File: src/rtl/rom_arbiter.sv
// Shares one rom_wrapper between requesters A and B; responses arrive ROM_LATENCY+1 cycles after the handshake.
// One grant per cycle, no response backpressure; defining ROM_ARB_FIXED_PRIO_EN makes A always win contention.
module rom_arbiter #(
  parameter int DATA_WIDTH  = 8,
  parameter int ADDR_WIDTH  = 10,
  parameter int ROM_LATENCY = 2   // legal 1..4
) (
  input  logic                  clk,
  input  logic                  reset,
  input  logic                  enable,
  input  logic                  a_valid,
  input  logic [ADDR_WIDTH-1:0] a_addr,
  output logic                  a_ready,
  output logic                  a_rsp_valid,
  output logic [DATA_WIDTH-1:0] a_rsp_data,
  input  logic                  b_valid,
  input  logic [ADDR_WIDTH-1:0] b_addr,
  output logic                  b_ready,
  output logic                  b_rsp_valid,
  output logic [DATA_WIDTH-1:0] b_rsp_data,
  output logic                  rom_cs,
  output logic [ADDR_WIDTH-1:0] rom_addr,
  input  logic [DATA_WIDTH-1:0] rom_dout,
  output logic                  busy
);

  logic                   grant_a, grant_b;
  logic [ROM_LATENCY-1:0] tag_vld_q, tag_vld_d;
  logic [ROM_LATENCY-1:0] tag_own_q, tag_own_d;   // owner bit: 1 = B
  logic [ADDR_WIDTH-1:0]  rom_addr_q, rom_addr_d;
  logic                   a_rsp_valid_q, a_rsp_valid_d;
  logic                   b_rsp_valid_q, b_rsp_valid_d;
  logic [DATA_WIDTH-1:0]  a_rsp_data_q, a_rsp_data_d;
  logic [DATA_WIDTH-1:0]  b_rsp_data_q, b_rsp_data_d;
  logic                   busy_q, busy_d;
`ifndef ROM_ARB_FIXED_PRIO_EN
  logic                   last_grant_q, last_grant_d;   // 1 = B won the last handshake
`endif

  always_comb begin
    grant_a = 1'b0;
    grant_b = 1'b0;
    if (!reset && enable) begin
`ifdef ROM_ARB_FIXED_PRIO_EN
      if (a_valid)      grant_a = 1'b1;
      else if (b_valid) grant_b = 1'b1;
`else
      if (a_valid && b_valid) begin
        grant_a = last_grant_q;
        grant_b = !last_grant_q;
      end else begin
        grant_a = a_valid;
        grant_b = b_valid;
      end
`endif
    end
  end

`ifndef ROM_ARB_FIXED_PRIO_EN
  always_comb begin
    last_grant_d = last_grant_q;
    if (grant_a)      last_grant_d = 1'b0;
    else if (grant_b) last_grant_d = 1'b1;
  end
`endif

  // Idle cycles keep the last issued address on the ROM bus to avoid toggling.
  always_comb begin
    rom_addr_d = rom_addr_q;
    if (grant_a)      rom_addr_d = a_addr;
    else if (grant_b) rom_addr_d = b_addr;
  end

  always_comb begin
    tag_vld_d    = '0;
    tag_own_d    = '0;
    tag_vld_d[0] = grant_a | grant_b;
    tag_own_d[0] = grant_b;
    for (int i = 1; i < ROM_LATENCY; i++) begin
      tag_vld_d[i] = tag_vld_q[i-1];
      tag_own_d[i] = tag_own_q[i-1];
    end
    a_rsp_valid_d = tag_vld_q[ROM_LATENCY-1] && !tag_own_q[ROM_LATENCY-1];
    b_rsp_valid_d = tag_vld_q[ROM_LATENCY-1] &&  tag_own_q[ROM_LATENCY-1];
    a_rsp_data_d  = a_rsp_valid_d ? rom_dout : a_rsp_data_q;
    b_rsp_data_d  = b_rsp_valid_d ? rom_dout : b_rsp_data_q;
    busy_d        = |tag_vld_q;
  end

  always_ff @(posedge clk) begin
    if (reset) begin
      tag_vld_q     <= '0;
      tag_own_q     <= '0;
      rom_addr_q    <= '0;
      a_rsp_valid_q <= 1'b0;
      b_rsp_valid_q <= 1'b0;
      a_rsp_data_q  <= '0;
      b_rsp_data_q  <= '0;
      busy_q        <= 1'b0;
`ifndef ROM_ARB_FIXED_PRIO_EN
      last_grant_q  <= 1'b1;
`endif
    end else begin
      tag_vld_q     <= tag_vld_d;
      tag_own_q     <= tag_own_d;
      rom_addr_q    <= rom_addr_d;
      a_rsp_valid_q <= a_rsp_valid_d;
      b_rsp_valid_q <= b_rsp_valid_d;
      a_rsp_data_q  <= a_rsp_data_d;
      b_rsp_data_q  <= b_rsp_data_d;
      busy_q        <= busy_d;
`ifndef ROM_ARB_FIXED_PRIO_EN
      last_grant_q  <= last_grant_d;
`endif
    end
  end

  assign a_ready     = grant_a;
  assign b_ready     = grant_b;
  assign rom_cs      = grant_a | grant_b;
  assign rom_addr    = rom_addr_d;
  assign a_rsp_valid = a_rsp_valid_q;
  assign b_rsp_valid = b_rsp_valid_q;
  assign a_rsp_data  = a_rsp_data_q;
  assign b_rsp_data  = b_rsp_data_q;
  assign busy        = busy_q;

endmodule

File: config.mk
export PLATFORM = sky130hd
export DESIGN_NAME = rom_arbiter
export DESIGN_NICKNAME = d
export VERILOG_FILES = /design/src/rtl/rom_arbiter.sv
export SDC_FILE = /design/constraint.sdc
export NUM_CORES = 1
export LEC_CHECK = 0
export ABC_AREA = 1
export ABC_CLOCK_PERIOD_IN_PS = 2670
export BUFFER_PORTS_ARGS = -buffer_cell sky130_fd_sc_hd__buf_4
export CAP_MARGIN = 40
export CORE_MARGIN = 2
export CORE_UTILIZATION = 40
export DETAILED_ROUTE_END_ITERATION = 10
export HOLD_SLACK_MARGIN = 0.02
export PLACE_DENSITY = 0.79
export REMOVE_ABC_BUFFERS = 1
export SLEW_MARGIN = 20
export SYNTH_ARGS = -nofsm -noshare
export SYNTH_HDL_FRONTEND = slang
export SYNTH_SLANG_ARGS = --single-unit
export TNS_END_PERCENT = 100
File: constraint.sdc
create_clock -name clk -period 2.67 [get_ports clk]
set_input_delay 0.1335 -clock clk [delete_from_list [all_inputs] [get_ports clk]]
set_output_delay 0.1335 -clock clk [all_outputs]
set_load 0.02 [all_outputs]
==> After elaboration in Yosys (flattened, before gate mapping) <==
Index checks and enable logic that the tools add are counted.
{ "classes": {"n_bitwise": 1, "mux": 8, "reduce_logical": 9} }
{ "ops": {"columns": ["operator", "n"], "rows": [
  ["10-bit two-way mux", 2],
  ["1-bit two-way mux", 6],
  ["1-bit logical AND", 4],
  ["1-bit logical NOT", 3],
  ["2-bit nonzero test", 1],
  ["2-bit OR reduction", 1],
  ["1-bit bitwise OR", 1]
]} }
{ "word_totals": {"word_cells": 27, "out_inout_bits": 32, "input_bits": 33, "ff_bits": 34} }

==> Logic depth before layout (Yosys ltp) <==
Gate-level depths: netlist of run 1.
{ "logic_depth": {"word_depth": 5, "depth_mapped": 8, "mapped_depth_nobuf": 7} }

==> Worst setup path before layout of run 1 <==
No wires, ideal clock.
{ "synth_path": {"path_type": "register to output", "start": "reg last_grant_q", "end": "out rom_addr[0]", "path_stages_with_launch": 7, "t_required_ns": 2.536, "setup_slack_ns": 1.498, "arrival_ns": 1.038, "n_path_buf": 1, "cell_sequence": "dfxtp_1 nand2_1 clkbuf_1 nand4_1 nand3_1 nand2_1 inv_1"} }
{ "synth_via": {"elab_chain_len": 5, "word_cells_on_any_way": 7, "cone_classes": "6 x mux; 1 x reduce/logical"} }
{ "synth_rtl": {"columns": ["element", "line_no", "rtl"], "rows": [
  ["from (decl)", "37", "logic last_grant_q, last_grant_d;"],
  ["from (signal assigned)", "113", "last_grant_q <= last_grant_d;"],
  ["1-bit logical NOT", "50", "grant_b = !last_grant_q;"],
  ["1-bit two-way mux", "48", "if (a_valid && b_valid) begin"],
  ["1-bit two-way mux", "43", "if (!reset && enable) begin"],
  ["10-bit two-way mux", "71", "else if (grant_b) rom_addr_d = b_addr;"],
  ["10-bit two-way mux (*)", "70", "if (grant_a) rom_addr_d = a_addr;"],
  ["to (decl)", "22", "output logic [ADDR_WIDTH-1:0] rom_addr,"]
]} }
Every way passes the cells marked *; elsewhere a longest branch is shown, timed or not.

==> Final worst setup path of run 1 <==
{ "layout_path": {"start": "reg last_grant_q", "end": "out rom_addr[2]"} }
The elaborated chain is that of the path after synthesis.

==> impl_metrics.yaml, run 1 <==
power_and_ir_drop:
  p_sw_frac: 0.271
  worst_ir_drop_vdd_v: 0.000223
  internal_power_uw: 738
  power_density_mw_per_mm2: 525
  post-layout-total-power_uw: 1010
  power_leakage_uw: 0.00101
  comb_power_share: 0.183
  net-switching-power_uw: 275
  pwr-share-clk: 0.289
  seq_power_share: 0.528
run:
  max_cap_violations: 0
logic_synthesis:
  synth_edf_count: 0
  synth.cells.most_frequent: "nor2_1, dfxtp_1, nand2_1, inv_1, o21ai_0"
  synth_area_sq_mm: 0.00139
  synth.avg_cell_area_sq_um: 7.41
  synth_top_area_cell: "dfxtp_1"
  synthTopCellsByArea: "dfxtp_1, nor2_1, nand2_1, o21ai_0, inv_1"
  syn_inst: 187
  synth.ff_latch_count: 34
  yosys_warnings: 0
  ys_dominant_reg_cell: "dfxtp_1"
  synth-async-reset-ratio: 0
  synth_cell_type_count: 18
  share_of_the_synthesized_area_in_the_top_cell_type: 0.491
  synth_seq_area_share: 0.491
  yosys.cell_count.top_type: "nor2_1"
global_routing:
  pin_count_of_the_biggest_net_entering_global_routing: 24
  antenna_found_initial: 0
  first_pass_grt_wire_length_mm: 5.13
  grt.total_usage: 0.165
  grt_pass1_vias: 1181
  overall_overflow_remaining_after_global_route: 0
setup_path:
  cp_class: "register to primary output"
  max_stage_delay_cell_worst_path: "dfxtp_1"
  crit_path_end_kind: "primary output"
  cp_cell_sequence: "nand2_1, nand3_2, nand2_1, nand3_1, nand2_1, inv_1, buf_4"
  critical_path.startpoint: "last_grant_q$_SDFFE_PP1P_"
  critical-path-top-cell-by-count: "nand2_1"
  critical_path.reg2reg.startpoint: "last_grant_q$_SDFFE_PP1P_"
  required_time_of_the_critical_path_ns: 2.54
  max_stage_delay_ns: 0.32
  worst_setup_sp_type: "register"
  cp.arrival_ns: 1.78
  crit_path_max_fanout: 15
cts:
  clock_tree_from_tritoncts: "yes"
  clk_pin_slew_worst_paths_ns: 0.10
  cts_hold_buffers: 0
  numCtsBuffers: 5
  number_of_sinks_driven_by_the_clock_tree: 34
  cts_resized: 0
  bufs_on_longest_clock_path: 2
  cts_htree_levels: 2
  cts.repair_timing.setup_buffer_count: 0
  cts-root-buf: "clkbuf_4"
  clk_latency_ns: 0.33
drt:
  route.detailed.wl_per_inst_um: 10.5
  via_count: 1354
  first_iter_violations: 82
  drcViolationCount: 0
  post_drt_via_cell_ratio: 4.57
  drtPass1Iterations: 5
  route.antenna.remaining_nets: 0
  wirelength_mm: 3.12
sta:
  layout_min_cycle_time_ns: 1.91
  drv_slew: 0
  fin_worst_hold_slack_ns: 0.0315
  timing.final.ws_setup_ns: 0.759
  final.setup_skew_ns: 0.00319
  setup_violations: 0
  unrepaired_setup_endpoints_after_global_routing: "false"
  relative_max_transition_margin: 0.730
  hold_viol: 0
  transition_time_at_the_pin_with_the_least_slew_margin_ns: 0.404
  final.setup.tns_ns: 0
  final_min_period_over_clock_period: 0.716
  fmax_ghz: 0.523
place:
  place.detailed.hpwl_mm: 2.28
  place_inst: 288
  placement.setup.worst_slack_ns: 0.945
  gpl.final_weighted_congestion: 0.756
  port_buffers: 64
status:
  run_status: "completed"
floorplanning:
  io_pins: 65
  die-height_um: 62.8
  core-area_sq_mm: 0.00334
  floorplan.initialDensity: 0.415
  fp.dieArea_sq_mm: 0.00395
  die_x_um: 62.8
  placementRows: 21
layout:
  area_growth_pct: 39.3
  ff_latch_area_sq_um: 681
  layout-drive-gt1-share: 0.308
  finish.net_count: 282
  layoutNonFillerInstCount: 296
  area_of_the_multi_input_gates_sq_um: 572
  number_of_fillers_in_the_final_layout: 316
  diodes: 0
hold_path:
  hp-start: "rom_dout[4]"
  min-delay-path-class: "input pin to register"
[logic make-up (layout without fill, tap and decap cells)]
| kind of cell | count (synthesis) | count (layout) | synth area share |
|---|---|---|---|
| simple gates | 105 | 105 | 0.346 |
| buf+inv | 30 | 93 | 0.0957 |
| flops | 34 | 34 | 0.491 |
| compound gates | 18 | 18 | 0.0668 |
[worst max-delay path: cells and delay by family (launching register included)]
family                 cells  cell delay (ns)
DFF                        1             0.32
buffers and inverters      2             0.20
and+or+nand+nor            5             0.92
[layer usage]
layer	wire, um	up-vias	global-route usage
li1	-	711	-
met1	1460	565	0.207
met2	1270	72	0.245
met3	334	6	0.0685
met4	57	0	0.0778
met5	0	-	0
[flip-flops by register name, indices dropped and copies added (netlist names)]
name	cells
rom_addr_q	10
b_rsp_valid	1
busy	1
b_rsp_data	8
a_rsp_data	8
tag_own_q	2
last_grant_q	1
tag_vld_q	2
a_rsp_valid	1
[layout by cell type (no fill, tap or decap), types with 2 or more instances in the layout]
| cell | count |
|---|---|
| buf_4 | 64 |
| nor2_1 | 46 |
| dfxtp_1 | 34 |
| nand2_1 | 25 |
| inv_1 | 18 |
| o21ai_0 | 16 |
| nand4_1 | 10 |
| nand3_1 | 10 |
| or2_0 | 10 |
| clkbuf_4 | 5 |
| inv_2 | 2 |
| nand3_2 | 2 |
[final timing paths]
path | cells past startpoint | end | slack (ns)
min reg2reg | 2 | tag_own_q[1]$_SDFF_PP0_ | 0.40
max | 7 | rom_addr[2] | 0.76
max reg2reg | 6 | rom_addr_q[2]$_SDFF_PP0_ | 1.27
min | 3 | a_rsp_data[4]$_SDFFE_PP0P_ | 0.03
[per-stage QoR]
| stage | cell area, sq um | utilization |
|---|---|---|
| 2_1_floorplan | 1330 | - |
| 3_3_place_gp | 1870 | 0.560 |
| 3_5_place_dp | 1870 | 0.560 |
| 4_1_cts | 1930 | 0.578 |
| 5_1_grt | 1930 | 0.578 |
| 6_report | 1930 | 0.578 |
[layout make-up]
class                      count  share of cell area
tap                           46              0.0298
clock inverter                 1             0.00259
clock buffer                   7              0.0285
multi-input combinational    123               0.296
sequential                    34               0.353
inverter                      21              0.0409
timing repair buffer          64               0.249
[power by group through the flow]
stage	sequential, uW	combinational [uW]	clock, uW
after floorplan	555	81.5	0
after global placement	546	184	0
after detailed placement	547	185	0
after CTS	535	186	305
after global routing	538	202	333
final	535	185	293
Power figures use the tool's default switching activity.
==> inputs of run 2 (changes only) <==
Settings changed: ABC_CLOCK_PERIOD_IN_PS 2670 to 1900.
Clock period 2.67 ns to 1.9 ns, I/O delays scaled along.
==> run 2 against run 1 <==
  * Non-clock buffer count increased by 12
  * Routed wire length rose by 4.2%
  * Clock skew grew 0.0071 ns
  * Sequential cell count stayed put
==> impl_metrics.yaml, run 2 (same netlist as run 1, synthesis figures left out) <==
status:
  run_status: "completed"
drt:
  first_iter_violations: 81
  route.antenna.remaining_nets: 0
  drtPass1Iterations: 4
  drcViolationCount: 0
  via_count: 1397
  route.detailed.wl_per_inst_um: 10.5
  wirelength_mm: 3.25
  post_drt_via_cell_ratio: 4.54
layout:
  mostFrequentLayoutCell: "buf_4"
  layout-drive-gt1-share: 0.309
  layoutNonFillerInstCount: 308
  area_growth_pct: 47.8
  layout.cells.most_common_list: "buf_4, nor2_1, dfxtp_1"
  diodes: 0
  largest_register_ff_count: 10
  finish.net_count: 294
  registers.top_by_ff_count: "rom_addr_q"
  finalCoreUtilization: 0.613
setup_path:
  max_stage_delay_ns: 0.35
  critical_path.startpoint: "last_grant_q$_SDFFE_PP1P_"
  cp.arrival_ns: 1.58
  r2r_cells: 6
  reg2reg_to: "rom_addr_q[9]$_SDFF_PP0_"
  critical-path-top-delay-family: "simple AND/OR/NAND/NOR gates"
  required_time_of_the_critical_path_ns: 1.80
  worst_setup_sp_type: "register"
  cp_class: "register to primary output"
  worst-path-buf-inv: 3
  cp_cell_sequence: "inv_1, nand2_1, nand3_4, or2_0, nand2_1, inv_1, buf_4"
  worst_setup_path_endpoint: "rom_addr[0]"
  cp_num_cells: 7
  max_stage_delay_cell_worst_path: "dfxtp_1"
  crit_path_max_fanout: 23
  critical_path.reg2reg.startpoint: "last_grant_q$_SDFFE_PP1P_"
  crit_path_end_kind: "primary output"
  ff2ff_setup_slack_ns: 0.70
hold_path:
  hold-path-cell-count: 4
  min-delay-path-class: "input pin to register"
cts:
  cts.repair_timing.setup_buffer_count: 0
  numCtsBuffers: 5
  clock_tree_from_tritoncts: "yes"
  bufs_on_longest_clock_path: 2
  clk_pin_slew_worst_paths_ns: 0.10
  cts_htree_levels: 2
  number_of_sinks_driven_by_the_clock_tree: 34
  cts-root-buf: "clkbuf_4"
  clk_latency_ns: 0.33
sta:
  unrepaired_setup_endpoints_after_global_routing: "false"
  drv_slew: 0
  final_min_period_over_clock_period: 0.883
  timing.final.ws_setup_ns: 0.222
  transition_time_at_the_pin_with_the_least_slew_margin_ns: 0.381
  fmax_ghz: 0.596
  layout_min_cycle_time_ns: 1.68
  relative_max_transition_margin: 0.746
  final.setup.tns_ns: 0
  setup_violations: 0
  fin_worst_hold_slack_ns: 0.0966
  final.setup_skew_ns: 0.0103
  hold_viol: 0
floorplanning:
  placementRows: 21
  core-area_sq_mm: 0.00334
  die_x_um: 62.8
  io_pins: 65
  die-height_um: 62.8
  floorplan.initialDensity: 0.415
  fp.dieArea_sq_mm: 0.00395
global_routing:
  grt_pass1_vias: 1264
  antenna_found_initial: 0
  grt.total_usage: 0.177
  pin_count_of_the_biggest_net_entering_global_routing: 24
  first_pass_grt_wire_length_mm: 5.53
  overall_overflow_remaining_after_global_route: 0
place:
  gpl.final_weighted_congestion: 0.704
  port_buffers: 64
  place_inst: 292
  placement.setup.worst_slack_ns: 0.430
  place.detailed.hpwl_mm: 2.35
run:
  max_cap_violations: 0
power_and_ir_drop:
  power_density_mw_per_mm2: 707
  worst_ir_drop_vdd_v: 0.000440
  power_leakage_uw: 0.00107
-- run 2: area by class of cell --
cell class	count	area, sq um
timing repair buffer	76	591
tap	46	57.6
multi-input combinational	123	579
fill	300	1290
clock inverter	1	5.00
clock buffer	7	55.1
sequential	34	681
inverter	21	78.8
-- run 2: routing by layer --
layer	vias up	global-route usage	routed length, um
li1	736	-	-
met1	590	0.217	1520
met2	65	0.284	1400
met3	6	0.0631	281
met4	0	0.0694	49
met5	-	0	0
-- run 2: stage by stage --
step                total power, uW  instance area [sq um]
floorplan                       895                   1330
global placement               1030                   1900
detailed placement             1040                   1900
CTS                            1460                   2040
global route                   1520                   2050
finish                         1450                   2050
-- run 2: worst min path at each step --
stage                startpoint                    endpoint  slack, ns
floorplan                 reset             busy$_SDFF_PP0_       0.16
global placement    rom_dout[3]  a_rsp_data[3]$_SDFFE_PP0P_       0.33
detailed placement  rom_dout[3]  a_rsp_data[3]$_SDFFE_PP0P_       0.34
CTS                   a_addr[3]    rom_addr_q[3]$_SDFF_PP0_       0.08
global route          a_addr[5]    rom_addr_q[5]$_SDFF_PP0_       0.11
finish                a_addr[3]    rom_addr_q[3]$_SDFF_PP0_        0.1
-- run 2: power breakdown --
group	internal, uW	switching, uW
logic	134	148
registers	741	10.9
clock network	179	233
-- run 2: repair_timing --
item                                    4_1_cts  5_1_grt
hold buffers                                  8        0
endpoints found under the hold margin        11        0
endpoints found under the setup margin        0       10
gates resized for setup                       0        1
-- run 2: tightest hold or removal path: stages --
cell and delay, ns:
buf_4 0.07, or2_0 0.09, nand2_1 0.07, nor2_1 0.07
==> inputs of run 3 (changes only) <==
==> constraint.sdc (replaced) <==
create_clock -name clk -period 1.9 [get_ports clk]
set_input_delay 0.57 -clock clk [delete_from_list [all_inputs] [get_ports clk]]
set_output_delay 0.57 -clock clk [all_outputs]
set_load 0.02 [all_outputs]
==> run 3 against run 2 <==
  * The flow now finishes with violations (setup timing)
  * Sequential power about the same
  * Register-to-register slack got worse by 0.10 ns
  * Non-clock buffer count increased by 16
  * Die area unchanged
  * Global-route usage increased by 2.1 points
  * Clock skew decreased by 0.0051 ns
  * Clock-buffer cell count unchanged
  * Clock power about the same
  * Sequential share of layout area decreased by 2.8 points
  * Critical endpoint is now rom_addr[8]
  * Largest cell class is now non-clock buffers
==> impl_metrics.yaml, run 3 (same netlist as run 1, synthesis figures left out) <==
status:
  run_status: "finished with violations"
  violated_checks: "setup timing"
power_and_ir_drop:
  comb_power_share: 0.232
  p_sw_frac: 0.273
  pwr-share-clk: 0.271
  power_leakage_uw: 0.00116
  seq_power_share: 0.497
  post-layout-total-power_uw: 1510
  power_density_mw_per_mm2: 676
  internal_power_uw: 1100
  net-switching-power_uw: 413
  worst_ir_drop_vdd_v: 0.000301
setup_path:
  max_stage_delay_ns: 0.20
  cp_class: "input pin to primary output"
  reg2reg_to: "rom_addr_q[5]$_SDFF_PP0_"
  critical-path-top-delay-family: "simple AND/OR/NAND/NOR gates"
  cp.arrival_ns: 1.56
  crit_path_end_kind: "primary output"
  r2r_cells: 9
  required_time_of_the_critical_path_ns: 1.33
  critical_path.reg2reg.startpoint: "last_grant_q$_SDFFE_PP1P_"
  worst-path-buf-inv: 5
  crit_path_max_fanout: 9
  cp_num_cells: 9
  worst_setup_sp_type: "input pin"
  cp_cell_sequence: "buf_6, inv_2, nor2_4, nand3_2, buf_6, or2_0, nand2_1, inv_1, buf_6"
  max_stage_delay_cell_worst_path: "or2_0"
  ff2ff_setup_slack_ns: 0.60
  critical-path-top-cell-by-count: "buf_6"
sta:
  fmax_ghz: 0.469
  transition_time_at_the_pin_with_the_least_slew_margin_ns: 0.400
  layout_min_cycle_time_ns: 2.13
  final_min_period_over_clock_period: 1.12
  hold_viol: 0
  fin_worst_hold_slack_ns: 0.407
  final.setup_skew_ns: 0.00517
  setup_violations: 13
  relative_max_transition_margin: 0.733
  unrepaired_setup_endpoints_after_global_routing: "true"
  drv_slew: 0
  timing.final.ws_setup_ns: -0.231
hold_path:
  hold-path-cell-count: 2
  hp-start: "tag_own_q[0]$_SDFF_PP0_"
  min-delay-path-class: "register to register"
  hold_end: "tag_own_q[1]$_SDFF_PP0_"
cts:
  clk_pin_slew_worst_paths_ns: 0.10
  number_of_sinks_driven_by_the_clock_tree: 34
  numCtsBuffers: 5
  cts_htree_levels: 2
  cts_hold_buffers: 0
  clk_latency_ns: 0.32
  bufs_on_longest_clock_path: 2
  cts-root-buf: "clkbuf_4"
  clock_tree_from_tritoncts: "yes"
layout:
  finish.net_count: 311
  area_growth_pct: 61.8
  finalCoreUtilization: 0.672
  area_of_the_multi_input_gates_sq_um: 612
  layout.cells.most_common_list: "buf_4, nor2_1, dfxtp_1"
  ff_latch_area_sq_um: 682
  registers.top_by_ff_count: "rom_addr_q"
  mostFrequentLayoutCell: "buf_4"
  layout-drive-gt1-share: 0.409
  diodes: 0
  largest_register_ff_count: 10
  number_of_fillers_in_the_final_layout: 283
floorplanning:
  die-height_um: 62.8
  core-area_sq_mm: 0.00334
  die_x_um: 62.8
  placementRows: 21
  fp.dieArea_sq_mm: 0.00395
  floorplan.initialDensity: 0.415
  io_pins: 65
global_routing:
  overall_overflow_remaining_after_global_route: 0
  grt_pass1_vias: 1416
  grt.total_usage: 0.199
  pin_count_of_the_biggest_net_entering_global_routing: 18
  antenna_found_initial: 0
  first_pass_grt_wire_length_mm: 6.21
drt:
  post_drt_via_cell_ratio: 4.50
  drcViolationCount: 0
  via_count: 1464
  route.antenna.remaining_nets: 0
  route.detailed.wl_per_inst_um: 11.2
  wirelength_mm: 3.63
  first_iter_violations: 67
  drtPass1Iterations: 4
run:
  max_cap_violations: 0
place:
  port_buffers: 64
  gpl.final_weighted_congestion: 0.823
  place.detailed.hpwl_mm: 2.47
-- run 3: final cells by class --
| type | count | area share |
|---|---|---|
| well taps | 46 | 0.0257 |
| clock buffers | 7 | 0.0246 |
| multi-input cells | 124 | 0.273 |
| repair buffers | 92 | 0.334 |
| flip-flops and latches | 34 | 0.304 |
| inverters | 21 | 0.0363 |
| clock inverters | 1 | 0.00223 |
-- run 3: power groups by stage --
stage / Clock [uW] / Combinational [uW] / Sequential (uW)
after global routing: 460 / 380 / 756
after CTS: 424 / 346 / 752
after floorplan: 0 / 115 / 780
after global placement: 0 / 302 / 768
after detailed placement: 0 / 306 / 768
final: 410 / 351 / 753
-- run 3: per-layer routing --
layer | wire length (um) | global-route usage | vias to the layer above
met5 | 0 | 0 | -
met4 | 31 | 0.0639 | 0
met3 | 296 | 0.0739 | 4
met2 | 1700 | 0.329 | 71
met1 | 1600 | 0.238 | 616
li1 | - | - | 773
-- run 3: how the worst max path moves through the flow --
| stage | to | slack, ns | start |
|---|---|---|---|
| global placement | rom_addr[2] | -0.25 | reset |
| global route | rom_addr[8] | -0.30 | enable |
| CTS | rom_addr[9] | -0.18 | enable |
| floorplan | rom_addr[0] | -0.18 | enable |
| detailed placement | rom_addr[2] | -0.26 | reset |
| finish | rom_addr[8] | -0.23 | enable |
-- run 3: per-stage QoR --
step | setup slack [ns] | cell area, sq um | cells | TNS, ns
final | -0.231 | 2240 | 325 | -2.37
after global routing | -0.301 | 2240 | 325 | -3.23
after CTS | -0.184 | 2240 | 325 | -1.90
after detailed placement | -0.261 | 2030 | 309 | -2.73
after global placement | -0.253 | 2030 | 309 | -2.74
after floorplan | -0.183 | 1330 | 178 | -1.83
-- run 3: what timing repair did --
item / 4_1_cts / 5_1_grt
setup endpoints to repair: 12 / 13
pin swaps: 4 / 2
gates resized for setup: 24 / 3
buffers inserted: 6 / 0
cloned: 2 / 0
-- run 3: worst reg2reg max path: cells and delay by family (launching register included) --
family,cells,cell delay [ns]
DFF,1,0.35
and+or+nand+nor,5,0.47
buffers and inverters,4,0.37
